<file path="src/rtl/seg7_scan_ctrl.sv">
// seg7_scan_ctrl: 8-digit multiplexed seven-segment scanner fed by the bus seg7 register
// Ports: clk, rst (sync, active-high); seg7_we/cpuseg7_data bus write; sw_i switches;
//        dbg_data debug word; disp_sel source (0 cpu, 1 switches, 2 debug, 3 zero);
//        disp_an active-low anodes; disp_seg active-low {dp,g..a}; cpu_reg_q register readback.
// Optional: define SEG7_LZ_BLANK_EN for leading-zero blanking.
module seg7_scan_ctrl #(
    parameter int unsigned SCAN_DIV = 100000,
    parameter int unsigned PRESC_W  = 17
) (
    input  logic        clk,
    input  logic        rst,
    input  logic        seg7_we,
    input  logic [31:0] cpuseg7_data,
    input  logic [15:0] sw_i,
    input  logic [31:0] dbg_data,
    input  logic [1:0]  disp_sel,
    output logic [7:0]  disp_an,
    output logic [7:0]  disp_seg,
    output logic [31:0] cpu_reg_q
);
    logic [31:0]        cpu_reg_d, shadow_q, shadow_d, src;
    logic [PRESC_W-1:0] presc_q, presc_d;
    logic [2:0]         idx_q, idx_d;
    logic [7:0]         an_q, an_d, seg_q, seg_d;
    logic [3:0]         nib;
    logic               term, blank;

    function automatic logic [6:0] hex7(input logic [3:0] v);
        case (v)
            4'h0: hex7 = 7'h40;
            4'h1: hex7 = 7'h79;
            4'h2: hex7 = 7'h24;
            4'h3: hex7 = 7'h30;
            4'h4: hex7 = 7'h19;
            4'h5: hex7 = 7'h12;
            4'h6: hex7 = 7'h02;
            4'h7: hex7 = 7'h78;
            4'h8: hex7 = 7'h00;
            4'h9: hex7 = 7'h10;
            4'hA: hex7 = 7'h08;
            4'hB: hex7 = 7'h03;
            4'hC: hex7 = 7'h46;
            4'hD: hex7 = 7'h21;
            4'hE: hex7 = 7'h06;
            default: hex7 = 7'h0E;
        endcase
    endfunction

    always_comb begin
        term      = presc_q == PRESC_W'(SCAN_DIV - 1);
        presc_d   = term ? '0 : presc_q + PRESC_W'(1);
        idx_d     = term ? idx_q + 3'd1 : idx_q;
        src       = disp_sel == 2'd0 ? cpu_reg_q :
                    disp_sel == 2'd1 ? {16'h0, sw_i} :
                    disp_sel == 2'd2 ? dbg_data : 32'h0;
        // the pre-write register is captured, so a same-edge write waits a frame
        shadow_d  = (term && idx_q == 3'd7) ? src : shadow_q;
        cpu_reg_d = seg7_we ? cpuseg7_data : cpu_reg_q;
        nib       = 4'(shadow_q >> {idx_q, 2'b00});
`ifdef SEG7_LZ_BLANK_EN
        // everything from this nibble upward is zero; digit 0 is never blanked
        blank     = (idx_q != 3'd0) && ((shadow_q >> {idx_q, 2'b00}) == 32'h0);
`else
        blank     = 1'b0;
`endif
        an_d      = ~(8'b1 << idx_q);
        seg_d     = blank ? 8'hFF : {1'b1, hex7(nib)};
    end

    always_ff @(posedge clk) begin
        if (rst) begin
            cpu_reg_q <= '0;
            shadow_q  <= '0;
            presc_q   <= '0;
            idx_q     <= '0;
            an_q      <= 8'hFF;
            seg_q     <= 8'hFF;
        end else begin
            cpu_reg_q <= cpu_reg_d;
            shadow_q  <= shadow_d;
            presc_q   <= presc_d;
            idx_q     <= idx_d;
            an_q      <= an_d;
            seg_q     <= seg_d;
        end
    end

    assign disp_an  = an_q;
    assign disp_seg = seg_q;
endmodule

</file>
<file path="config.mk">
export PLATFORM = sky130hd
export DESIGN_NAME = seg7_scan_ctrl
export DESIGN_NICKNAME = d
export VERILOG_FILES = /design/src/rtl/seg7_scan_ctrl.sv
export SDC_FILE = /design/constraint.sdc
export NUM_CORES = 1
export LEC_CHECK = 0
export BUFFER_PORTS_ARGS = -buffer_cell sky130_fd_sc_hd__buf_2
export CAP_MARGIN = 20
export CORE_MARGIN = 3
export CORE_UTILIZATION = 52
export CTS_BUF_LIST = sky130_fd_sc_hd__clkbuf_16
export DETAILED_ROUTE_END_ITERATION = 10
export HOLD_SLACK_MARGIN = 0.12
export PLACE_DENSITY = 0.8
export SYNTH_ARGS = -nofsm -noshare
export SYNTH_HDL_FRONTEND = slang
export SYNTH_SLANG_ARGS = --single-unit
</file>
<file path="constraint.sdc">
create_clock -name clk -period 3.1 [get_ports clk]
set_input_delay 0.31 -clock clk [delete_from_list [all_inputs] [get_ports clk]]
set_output_delay 0.31 -clock clk [all_outputs]
set_load 0.005 [all_outputs]
</file>
==> Implementation_results.wiki, run 1 <==
{| class="wikitable"
! Metric !! Value
|-
| Number of unique standard cell types used by synthesis || 40
|-
| Dominant synthesized flop cell || dfxtp_1
|-
| I/O pin total || 133
|-
| Average wire per cell in the routed design || 14.84 µm
|-
| Post-CTS sizing || 0
|-
| Required time at the endpoint of the critical path || 3.32 ns
|-
| CTS tree || built
|-
| Share of the yosys chip area belonging to registers || 0.4372
|-
| Final Total Pwr || 0.002627 W
|-
| Compound-cell area share of the yosys netlist || 0.07121
|-
| Number of cells produced by synthesis || 491
|-
| Total Nets Final || 700
|-
| Simple-Gate Fraction of Synth Area || 0.1891
|-
| Pin count of the biggest net entering global routing || 49
|-
| Unrepaired setup endpoints after global routing || no
|-
| # clock sinks || 99
|-
| Combinational family with the most area after synthesis || simple AND/OR/NAND/NOR gates
|-
| Largest buffer count on any clock path || 2
|-
| Wire length of the first global-routing pass || 17,420 µm
|-
| Leakage component of the power || 2.457 nW
|-
| Hold WS || 0.1945 ns
|-
| Synthesis warning total || 0
|-
| Data arrival at the endpoint of the critical path || 2.87 ns
|-
| Nets in the synthesized netlist || 589
|-
| Xor and xnor fraction of the mapped netlist area || 0.03285
|-
| Clock input transition at the sequential cells of the worst setup and hold paths || 0.08 ns
|-
| Overall die area || 9873 µm²
|-
| Power density cells || 478.7 nW/µm²
|-
| Drt first pass iters || 4
|-
| TritonCTS Buffers || 9
|-
| Count of routing violations after the opening detailed-route iteration || 128
|-
| Post-synthesis register bit count || 99
|-
| Highest attainable clock frequency || 376.6 MHz
|-
| Fin. Hold Viols || 0
|-
| Share of cells above drive strength 1 || 0.2685
|-
| Kind of end point of the critical path || flip-flop
|-
| Setup skew after layout || 0.01144 ns
|-
| HPWL after detailed placement || 7882 µm
|-
| Number of diodes added for antenna fixing || 0
|-
| Post-synthesis mux area share || 0.1891
|-
| Adder and majority cell fraction of the synthesized area || 0.03588
|-
| Post-detailed-routing wire length || 10,570 µm
|-
| Worst supply voltage drop on vdd || 0.0003061 V
|-
| Residual antenna-violating net count after detailed routing || 0
|-
| Die boundary width || 99.37 µm
|-
| Maximum fanout along the worst path || 10
|-
| Leading cell type in the layout, fill and taps excluded || buf_2
|-
| Area growth from synthesis to layout || 21.06%
|-
| Final weighted congestion in routability-driven placement || 0.9108
|-
| Final period demand of the worst path || 2.655 ns
|-
| Clk_lat worst skew || 0.35 ns
|-
| Most frequent cells in the layout || buf_2, dfxtp_1, nor2_1, mux2i_1, nand2_1
|-
| Slack of the critical path || 0.4446 ns
|-
| Launching element type of the critical path || flip-flop
|-
| Die height || 99.37 µm
|-
| Remaining design rule violation count || 0
|-
| Final TNS setup || 0 ns
|-
| Average size of a mapped cell || 9.232 µm²
|-
| Global route total overflow || 0
|-
| Max-slew violation count || 0
|-
| HP Class || input port to flip-flop
|-
| Number of enable flip-flop cells after synthesis || 0
|-
| Number of max-cap violations || 0
|-
| Run status || completed
|-
| Standard cell core area || 8341 µm²
|-
| Number of hold buffers added after CTS || 0
|-
| Post-CTS repair timing setup buffer count || 0
|-
| Initial antenna violation count || 0
|-
| Synth async-reset ratio || 0
|-
| Number of levels in the clock H-tree || 3
|-
| Total via count after detailed routing || 3,825
|-
| Worst Max-Slew Pin Slew || 1.012 ns
|-
| Via density per instance || 5.372
|-
| Worst setup path class || flip-flop to flip-flop
|-
| Buffer type at the clock tree root || clkbuf_16
|-
| Syn Std Cell Area || 4533 µm²
|-
| Vias in the first global route || 3,708
|-
| Total global routing track utilization || 0.2163
|-
| Number of failing setup endpoints in the final timing report || 0
|-
| Worst max-slew margin expressed relative to the limit || 0.3241
|-
| Effective utilization at floorplan || 0.5435
|-
| Part of the cycle the worst path needs || 0.8566
|-
| Placement-stage worst setup slack || 0.4455 ns
|-
| Number of port buffers || 131
|-
| # rows || 33
|}
==> worst max-delay path, stage by stage (launching register included) <==
cell and delay (ns):
dfxtp_1 0.60, mux4_2 0.56, mux2i_1 0.39, inv_1 0.17, ha_1 0.22, a21boi_0 0.15
nor4b_1 0.35, a31oi_1 0.08
==> logic make-up after synthesis <==
| kind of cell | after synthesis |
|---|---|
| fa+ha+maj | 13 |
| other cells | 1 |
| compound gates | 49 |
| flops | 99 |
| mux | 78 |
| buf+inv | 46 |
| simple gates | 188 |
| xor+xnor | 17 |
==> final cells by class <==
class	count	area, µm²
tap	105	131.4
multi-input combinational	346	2352
fill	689	2853
inverter	9	33.78
clock inverter	7	62.56
sequential	99	1982
clock buffer	9	225.2
timing repair buffer	137	700.7
==> stage by stage <==
stage	utilization	area (µm²)	instances
2_1_floorplan	-	4533	491
6_report	0.6580	5488	712
4_1_cts	0.6580	5488	712
3_5_place_dp	0.6235	5200	696
5_1_grt	0.6580	5488	712
3_3_place_gp	0.6235	5200	696
==> routing by layer <==
| layer | global-route usage | share of wire | vias up |
|---|---|---|---|
| met2 | 0.3295 | 0.48 | 116 |
| met4 | 0.08193 | 0.018 | 0 |
| met1 | 0.2902 | 0.44 | 1774 |
| li1 | - | - | 1915 |
| met3 | 0.06522 | 0.067 | 20 |
| met5 | 0 | 0 | - |
==> Yosys cell counts, drive strengths merged (2+ instances only) <==
cell type | instances | share of area
dfxtp | 99 | 0.44
nor2 | 94 | 0.078
mux2i | 71 | 0.16
nand2 | 33 | 0.028
clkbuf | 22 | 0.018
a21oi | 18 | 0.020
nor3 | 18 | 0.020
a211oi | 17 | 0.028
or3 | 16 | 0.022
buf | 15 | 0.018
ha | 13 | 0.036
xnor2 | 9 | 0.017
inv | 8 | 0.0066
nand3 | 8 | 0.0088
xor2 | 8 | 0.015
mux4 | 6 | 0.030
a221o | 4 | 0.0088
nor4 | 4 | 0.0088
o21ai | 4 | 0.0044
nand4 | 3 | 0.0041
nor2b | 3 | 0.0041
a31oi | 2 | 0.0028
and2 | 2 | 0.0028
and3 | 2 | 0.0028
nor4b | 2 | 0.0039
==> registers in the layout, indices dropped and copies added, names as in the netlist <==
register / flops
cpu_reg_q: 32
disp_an: 8
disp_seg: 7
idx_q: 3
presc_q: 17
shadow_q: 32
==> where the power goes <==
part	leakage, nW	switching, W	internal (W)	total (W)
combinational	1.51	0.000111	0.000110	0.000221
clock	0.141	0.000519	0.000559	0.00108
sequential	0.807	0.0000243	0.00130	0.00133
==> worst paths after layout <==
kind         depth (start not counted)  slack [ns]             start       endpoint
max                                  7        0.44          idx_q[0]    disp_seg[3]
min                                  3        0.19  cpuseg7_data[28]  cpu_reg_q[28]
max reg2reg                          7        0.44          idx_q[0]    disp_seg[3]
min reg2reg                          2        0.46      shadow_q[17]   shadow_q[17]
Power figures use the tool's default switching activity.
==> inputs of run 2 (changes only) <==
--- a/config.mk
+++ b/config.mk
@@ -11,6 +11,7 @@
 export CORE_UTILIZATION = 52
 export CTS_BUF_LIST = sky130_fd_sc_hd__clkbuf_16
 export DETAILED_ROUTE_END_ITERATION = 10
+export GPL_TIMING_DRIVEN = 0
 export HOLD_SLACK_MARGIN = 0.12
 export PLACE_DENSITY = 0.8
 export SYNTH_ARGS = -nofsm -noshare
==> constraint.sdc (replaced) <==
create_clock -name clk -period 3.02 [get_ports clk]
set_input_delay 0.302 -clock clk [delete_from_list [all_inputs] [get_ports clk]]
set_output_delay 0.302 -clock clk [all_outputs]
set_load 0.005 [all_outputs]
==> run 2 against run 1 <==
Compared with the run above: core utilization rose by 1.3 points; largest cell class unchanged; final area rose by 1.9%; wire length is 7.1% higher.
==> Implementation_results.wiki, run 2 (synthesis gave the netlist of run 1 again) <==
{| class="wikitable"
! Metric !! Value
|-
| Filler cells || 663
|-
| Pin count of the biggest net entering global routing || 19
|-
| # clock sinks || 99
|-
| Clock input transition at the sequential cells of the worst setup and hold paths || 0.08 ns
|-
| Maximum fanout along the worst path || 10
|-
| Startpoint of the most critical hold path || cpuseg7_data[10]
|-
| Min-Delay Path Depth || 3
|-
| Total global routing track utilization || 0.2350
|-
| Power density cells || 483.8 nW/µm²
|-
| Worst supply voltage drop on vdd || 0.0003685 V
|-
| Number of port buffers || 127
|-
| Drt first pass iters || 4
|-
| Reg-to-Reg Start || idx_q[0]
|-
| Post-detailed-routing wire length || 11,320 µm
|-
| Die height || 99.37 µm
|-
| CTS tree || built
|-
| TritonCTS Buffers || 9
|-
| Max-slew violation count || 0
|-
| HPWL after detailed placement || 8920 µm
|-
| Run status || completed
|-
| Register-to-register setup slack || 0.26 ns
|-
| Buffer type at the clock tree root || clkbuf_16
|-
| Final weighted congestion in routability-driven placement || 0.8479
|-
| Number of hold buffers added after CTS || 0
|-
| Final period demand of the worst path || 2.759 ns
|-
| Highest attainable clock frequency || 362.5 MHz
|-
| Residual antenna-violating net count after detailed routing || 0
|-
| Area growth from synthesis to layout || 23.41%
|-
| Effective utilization at floorplan || 0.5435
|-
| Final non-filler cell total || 739
|-
| Initial antenna violation count || 0
|-
| Count of routing violations after the opening detailed-route iteration || 117
|-
| Die boundary width || 99.37 µm
|-
| Vias in the first global route || 3,953
|-
| Number of diodes added for antenna fixing || 0
|-
| I/O pin total || 133
|-
| Final TNS setup || 0 ns
|-
| Worst max-slew margin expressed relative to the limit || 0.5167
|-
| HP Class || input port to flip-flop
|-
| Kind of end point of the critical path || flip-flop
|-
| Global route total overflow || 0
|-
| Capture point of the worst reg-to-reg path || disp_seg[3]
|-
| Endpoint of the worst hold-timing path || cpu_reg_q[10]
|-
| Post-CTS sizing || 0
|-
| Wire length of the first global-routing pass || 18,560 µm
|-
| Worst Max-Slew Pin Slew || 0.7249 ns
|-
| Fin. Hold Viols || 0
|-
| Worst stage delay on the critical path || 0.58 ns
|-
| Unrepaired setup endpoints after global routing || no
|-
| # rows || 33
|-
| Required time at the endpoint of the critical path || 3.23 ns
|-
| Number of failing setup endpoints in the final timing report || 0
|-
| Part of the cycle the worst path needs || 0.9135
|-
| Number of placed cells counting well taps || 723
|-
| Total via count after detailed routing || 3,933
|-
| Number of max-cap violations || 0
|-
| Largest buffer count on any clock path || 2
|-
| Cell breakdown of the critical path || buf_2 > mux4_2 > mux2i_2 > inv_1 > ha_1 > a21boi_0 > nor4b_1 > a31oi_1
|-
| Worst path slowest cell || mux4_2
|-
| Total buffers and inverters traversed by the critical path || 2
|-
| Overall die area || 9873 µm²
|-
| Most frequent cells in the layout || buf_2, dfxtp_1, nor2_1, mux2i_1, nand2_1
|-
| Regs by FF count || cpu_reg_q x32, shadow_q x32, presc_q x17
|-
| Data arrival at the endpoint of the critical path || 2.97 ns
|-
| Leading cell type in the layout, fill and taps excluded || buf_2
|-
| Remaining design rule violation count || 0
|-
| Via density per instance || 5.322
|-
| Average wire per cell in the routed design || 15.31 µm
|-
| Setup skew after layout || 0.009169 ns
|-
| Post-CTS repair timing setup buffer count || 0
|-
| Share of cells above drive strength 1 || 0.2555
|-
| Depth of the worst register-to-register path || 8
|-
| Leakage component of the power || 2.477 nW
|-
| Worst setup path class || flip-flop to flip-flop
|-
| Number of levels in the clock H-tree || 3
|-
| Kind of cell adding the most delay to the critical path || multiplexers
|-
| Total Nets Final || 727
|-
| Clk_lat worst skew || 0.35 ns
|-
| Launching element type of the critical path || flip-flop
|-
| Standard cell core area || 8341 µm²
|}
[run 2: cell count changes in the layout (fill, tap and decap cells not counted)]
cell	delta
buf_1	+8
buf_2	-1
buf_4	-4
buf_6	+2
clkbuf_1	+22
clkinv_4	+2
clkinv_8	-1
clkinvlp_4	-1
inv_6	-2
inv_8	+2
mux2i_1	-2
mux2i_2	+2
[run 2: worst max-delay path by stage]
| stage | slack, ns | cells after the start | start | end |
|---|---|---|---|---|
| 3_3_place_gp | 0.20 | 8 | idx_q[0] | disp_seg[3] |
| 4_1_cts | 0.12 | 8 | idx_q[0] | disp_seg[6] |
| 6_report | 0.26 | 8 | idx_q[0] | disp_seg[3] |
| 3_5_place_dp | 0.13 | 8 | idx_q[0] | disp_seg[6] |
| 5_1_grt | 0.09 | 8 | idx_q[0] | disp_seg[3] |
| 2_1_floorplan | 0.54 | 8 | idx_q[0] | disp_seg[5] |
[run 2: power breakdown]
group | switching (W) | total, W | internal [W]
logic | 0.000122 | 0.000239 | 0.000117
clock network | 0.000530 | 0.00110 | 0.000575
registers | 0.0000251 | 0.00136 | 0.00134
[run 2: final cells by class]
class / instances / area (µm²) / share of cell area
Buffer: 37 / 165.2 / 0.02952
Clock buffer: 9 / 225.2 / 0.04026
Clock inverter: 7 / 61.31 / 0.01096
Inverter: 9 / 33.78 / 0.006039
Multi-Input combinational cell: 346 / 2360 / 0.4218
Sequential cell: 99 / 1982 / 0.3543
Tap cell: 105 / 131.4 / 0.02348
Timing Repair Buffer: 127 / 635.6 / 0.1136
[run 2: metal layers]
metal  wire length [µm]  vias to the layer above  track usage
met5                  0                        -            0
met2               5512                      134       0.4075
met1               4781                     1808       0.2840
met4                227                        0      0.07248
li1                   -                     1970            -
met3                794                       21      0.06381
[run 2: worst reg2reg max path: stages, from the launching register on]
cell and delay (ns):
dfxtp_1 0.44, buf_2 0.36, mux4_2 0.59, mux2i_2 0.31, inv_1 0.16, ha_1 0.22, a21boi_0 0.14, nor4b_1 0.35
a31oi_1 0.07
[run 2: through the flow]
| stage | hold slack, ns | worst slack (ns) | power [W] | utilization | cell area (µm²) |
|---|---|---|---|---|---|
| detailed placement | 0.4449 | 0.1259 | 0.001632 | 0.6355 | 5300 |
| CTS | 0.1813 | 0.1196 | 0.002722 | 0.6698 | 5587 |
| floorplan | 0.4175 | 0.5363 | 0.001514 | - | 4533 |
| global route | 0.1905 | 0.09415 | 0.002804 | 0.6707 | 5594 |
| finish | 0.1854 | 0.2612 | 0.002707 | 0.6707 | 5594 |
| global placement | 0.4282 | 0.2008 | 0.001624 | 0.6355 | 5300 |
==> inputs of run 3 (changes only) <==
--- a/config.mk
+++ b/config.mk
@@ -13,7 +13,7 @@
 export DETAILED_ROUTE_END_ITERATION = 10
 export GPL_TIMING_DRIVEN = 0
 export HOLD_SLACK_MARGIN = 0.12
-export PLACE_DENSITY = 0.8
+export PLACE_DENSITY = 0.77
 export SYNTH_ARGS = -nofsm -noshare
 export SYNTH_HDL_FRONTEND = slang
 export SYNTH_SLANG_ARGS = --single-unit
==> run 3 against run 2 <==
Compared with the run above: clock-buffer cell count stayed put; total power down 2.6%; global-route usage fell by 0.22 points; final area decreased by 0.36%; via count is 1.0% lower; die area did not move; largest power group unchanged.
==> Implementation_results.wiki, run 3 (synthesis gave the netlist of run 1 again) <==
{| class="wikitable"
! Metric !! Value
|-
| Run status || completed
|-
| Leakage component of the power || 2.457 nW
|-
| Max-slew violation count || 0
|-
| Fraction of power consumed by sequential logic || 0.517
|-
| Die height || 99.37 µm
|-
| Launching element type of the critical path || flip-flop
|-
| Count of routing violations after the opening detailed-route iteration || 129
|-
| Leading cell type in the layout, fill and taps excluded || buf_2
|-
| Reg-to-Reg Start || idx_q[0]
|-
| Number of hold buffers added after CTS || 0
|-
| CTS tree || built
|-
| Number of port buffers || 127
|-
| Depth of the worst register-to-register path || 8
|-
| Final weighted congestion in routability-driven placement || 0.8355
|-
| Wire length of the first global-routing pass || 18,520 µm
|-
| Clk_lat worst skew || 0.34 ns
|-
| Post-detailed-routing wire length || 11,210 µm
|-
| Overall die area || 9873 µm²
|-
| Cell internal power dissipation || 0.002010 W
|-
| I/O pin total || 133
|-
| Hold WS || 0.1881 ns
|-
| Vias in the first global route || 3,820
|-
| Effective utilization at floorplan || 0.5435
|-
| Area of the multi-input gates || 2360 µm²
|-
| HP Class || input port to flip-flop
|-
| Number of max-cap violations || 0
|-
| Total global routing track utilization || 0.2328
|-
| Worst setup path class || flip-flop to flip-flop
|-
| Area growth from synthesis to layout || 22.96%
|-
| Filler cells || 696
|-
| Number of failing setup endpoints in the final timing report || 0
|-
| Part of the cycle the worst path needs || 0.9297
|-
| Post-CTS sizing || 0
|-
| Final period demand of the worst path || 2.808 ns
|-
| Gate power share || 0.090
|-
| Capture point of the worst reg-to-reg path || disp_seg[3]
|-
| Switching share of power || 0.2377
|-
| Required time at the endpoint of the critical path || 3.22 ns
|-
| # clock sinks || 99
|-
| Worst Max-Slew Pin Slew || 0.7739 ns
|-
| Startpoint of the most critical hold path || cpuseg7_data[8]
|-
| Endpoint of the worst hold-timing path || cpu_reg_q[8]
|-
| Worst max-slew margin expressed relative to the limit || 0.4841
|-
| Proportion of power drawn by the clock network || 0.393
|-
| Global route total overflow || 0
|-
| Number of diodes added for antenna fixing || 0
|-
| Total area of sequential cells || 1982 µm²
|-
| Unrepaired setup endpoints after global routing || no
|-
| Highest attainable clock frequency || 356.2 MHz
|-
| Share of cells above drive strength 1 || 0.2543
|-
| Maximum fanout along the worst path || 10
|-
| Total Nets Final || 727
|-
| Most frequent cells in the layout || buf_2, dfxtp_1, nor2_1, mux2i_1, nand2_1
|-
| Kind of end point of the critical path || flip-flop
|-
| Worst supply voltage drop on vdd || 0.0002814 V
|-
| Drt first pass iters || 4
|-
| Fin. Hold Viols || 0
|-
| Residual antenna-violating net count after detailed routing || 0
|-
| Via density per instance || 5.275
|-
| Data arrival at the endpoint of the critical path || 3.01 ns
|-
| Remaining design rule violation count || 0
|-
| Initial antenna violation count || 0
|-
| Final TNS setup || 0 ns
|-
| TritonCTS Buffers || 9
|-
| # rows || 33
|-
| Switching component of the power || 0.0006268 W
|-
| Clock input transition at the sequential cells of the worst setup and hold paths || 0.07 ns
|-
| HPWL after detailed placement || 8754 µm
|-
| Pin count of the biggest net entering global routing || 17
|-
| Average wire per cell in the routed design || 15.19 µm
|-
| Buffer type at the clock tree root || clkbuf_16
|-
| Number of levels in the clock H-tree || 3
|-
| Power density cells || 473.0 nW/µm²
|-
| Setup skew after layout || 0.009962 ns
|-
| Largest buffer count on any clock path || 2
|-
| Die boundary width || 99.37 µm
|-
| Min-Delay Path Depth || 3
|-
| Post-CTS repair timing setup buffer count || 0
|-
| Standard cell core area || 8341 µm²
|-
| Total via count after detailed routing || 3,893
|-
| Register-to-register setup slack || 0.21 ns
|-
| Regs by FF count || cpu_reg_q x32, shadow_q x32, presc_q x17
|}
[run 3: per-stage QoR]
stage | setup slack (ns) | util | total power [W] | instance area [µm²] | instances
after floorplan | 0.5363 | - | 0.001514 | 4533 | 491
after global placement | 0.1807 | 0.6355 | 0.001622 | 5300 | 723
after detailed placement | 0.09063 | 0.6355 | 0.001629 | 5300 | 723
after CTS | 0.08269 | 0.6674 | 0.002657 | 5567 | 738
after global routing | 0.01253 | 0.6683 | 0.002737 | 5574 | 738
final | 0.2125 | 0.6683 | 0.002636 | 5574 | 738
[run 3: worst max path at each step]
stage / startpoint / endpoint / cells after the start / slack, ns
2_1_floorplan: idx_q[0] / disp_seg[5] / 8 / 0.54
3_3_place_gp: idx_q[0] / disp_seg[3] / 8 / 0.18
3_5_place_dp: idx_q[0] / disp_seg[3] / 8 / 0.09
4_1_cts: idx_q[0] / disp_seg[3] / 8 / 0.08
5_1_grt: idx_q[0] / disp_seg[3] / 8 / 0.01
6_report: idx_q[0] / disp_seg[3] / 8 / 0.21
[run 3: worst max-delay path, stage by stage (launching register included)]
cell	delay, ns
dfxtp_1	0.45
buf_2	0.36
mux4_2	0.58
mux2i_2	0.32
inv_1	0.17
ha_1	0.22
a21boi_0	0.15
nor4b_1	0.35
a31oi_1	0.08
[run 3: final cells by class]
type / count / area share
clock inverter: 6 / 0.007407
tap: 105 / 0.02357
timing repair buffer: 127 / 0.1140
inverter: 9 / 0.006061
buffer: 37 / 0.02963
sequential: 99 / 0.3556
multi-input combinational: 346 / 0.4233
clock buffer: 9 / 0.04040
[run 3: power by group through the flow]
stage	Sequential (W)	Combinational (W)	Clock [W]
global route	0.00137	0.000262	0.00111
CTS	0.00136	0.000238	0.00106
detailed placement	0.00139	0.000237	0
finish	0.00136	0.000237	0.00104
floorplan	0.00139	0.000122	0
global placement	0.00139	0.000232	0
[run 3: layer usage]
layer | track usage | wire, µm | up-vias
met5 | 0 | 0 | -
met4 | 0.08403 | 206 | 0
met3 | 0.06031 | 826 | 18
met2 | 0.3889 | 5322 | 147
met1 | 0.2904 | 4856 | 1765
li1 | - | - | 1963
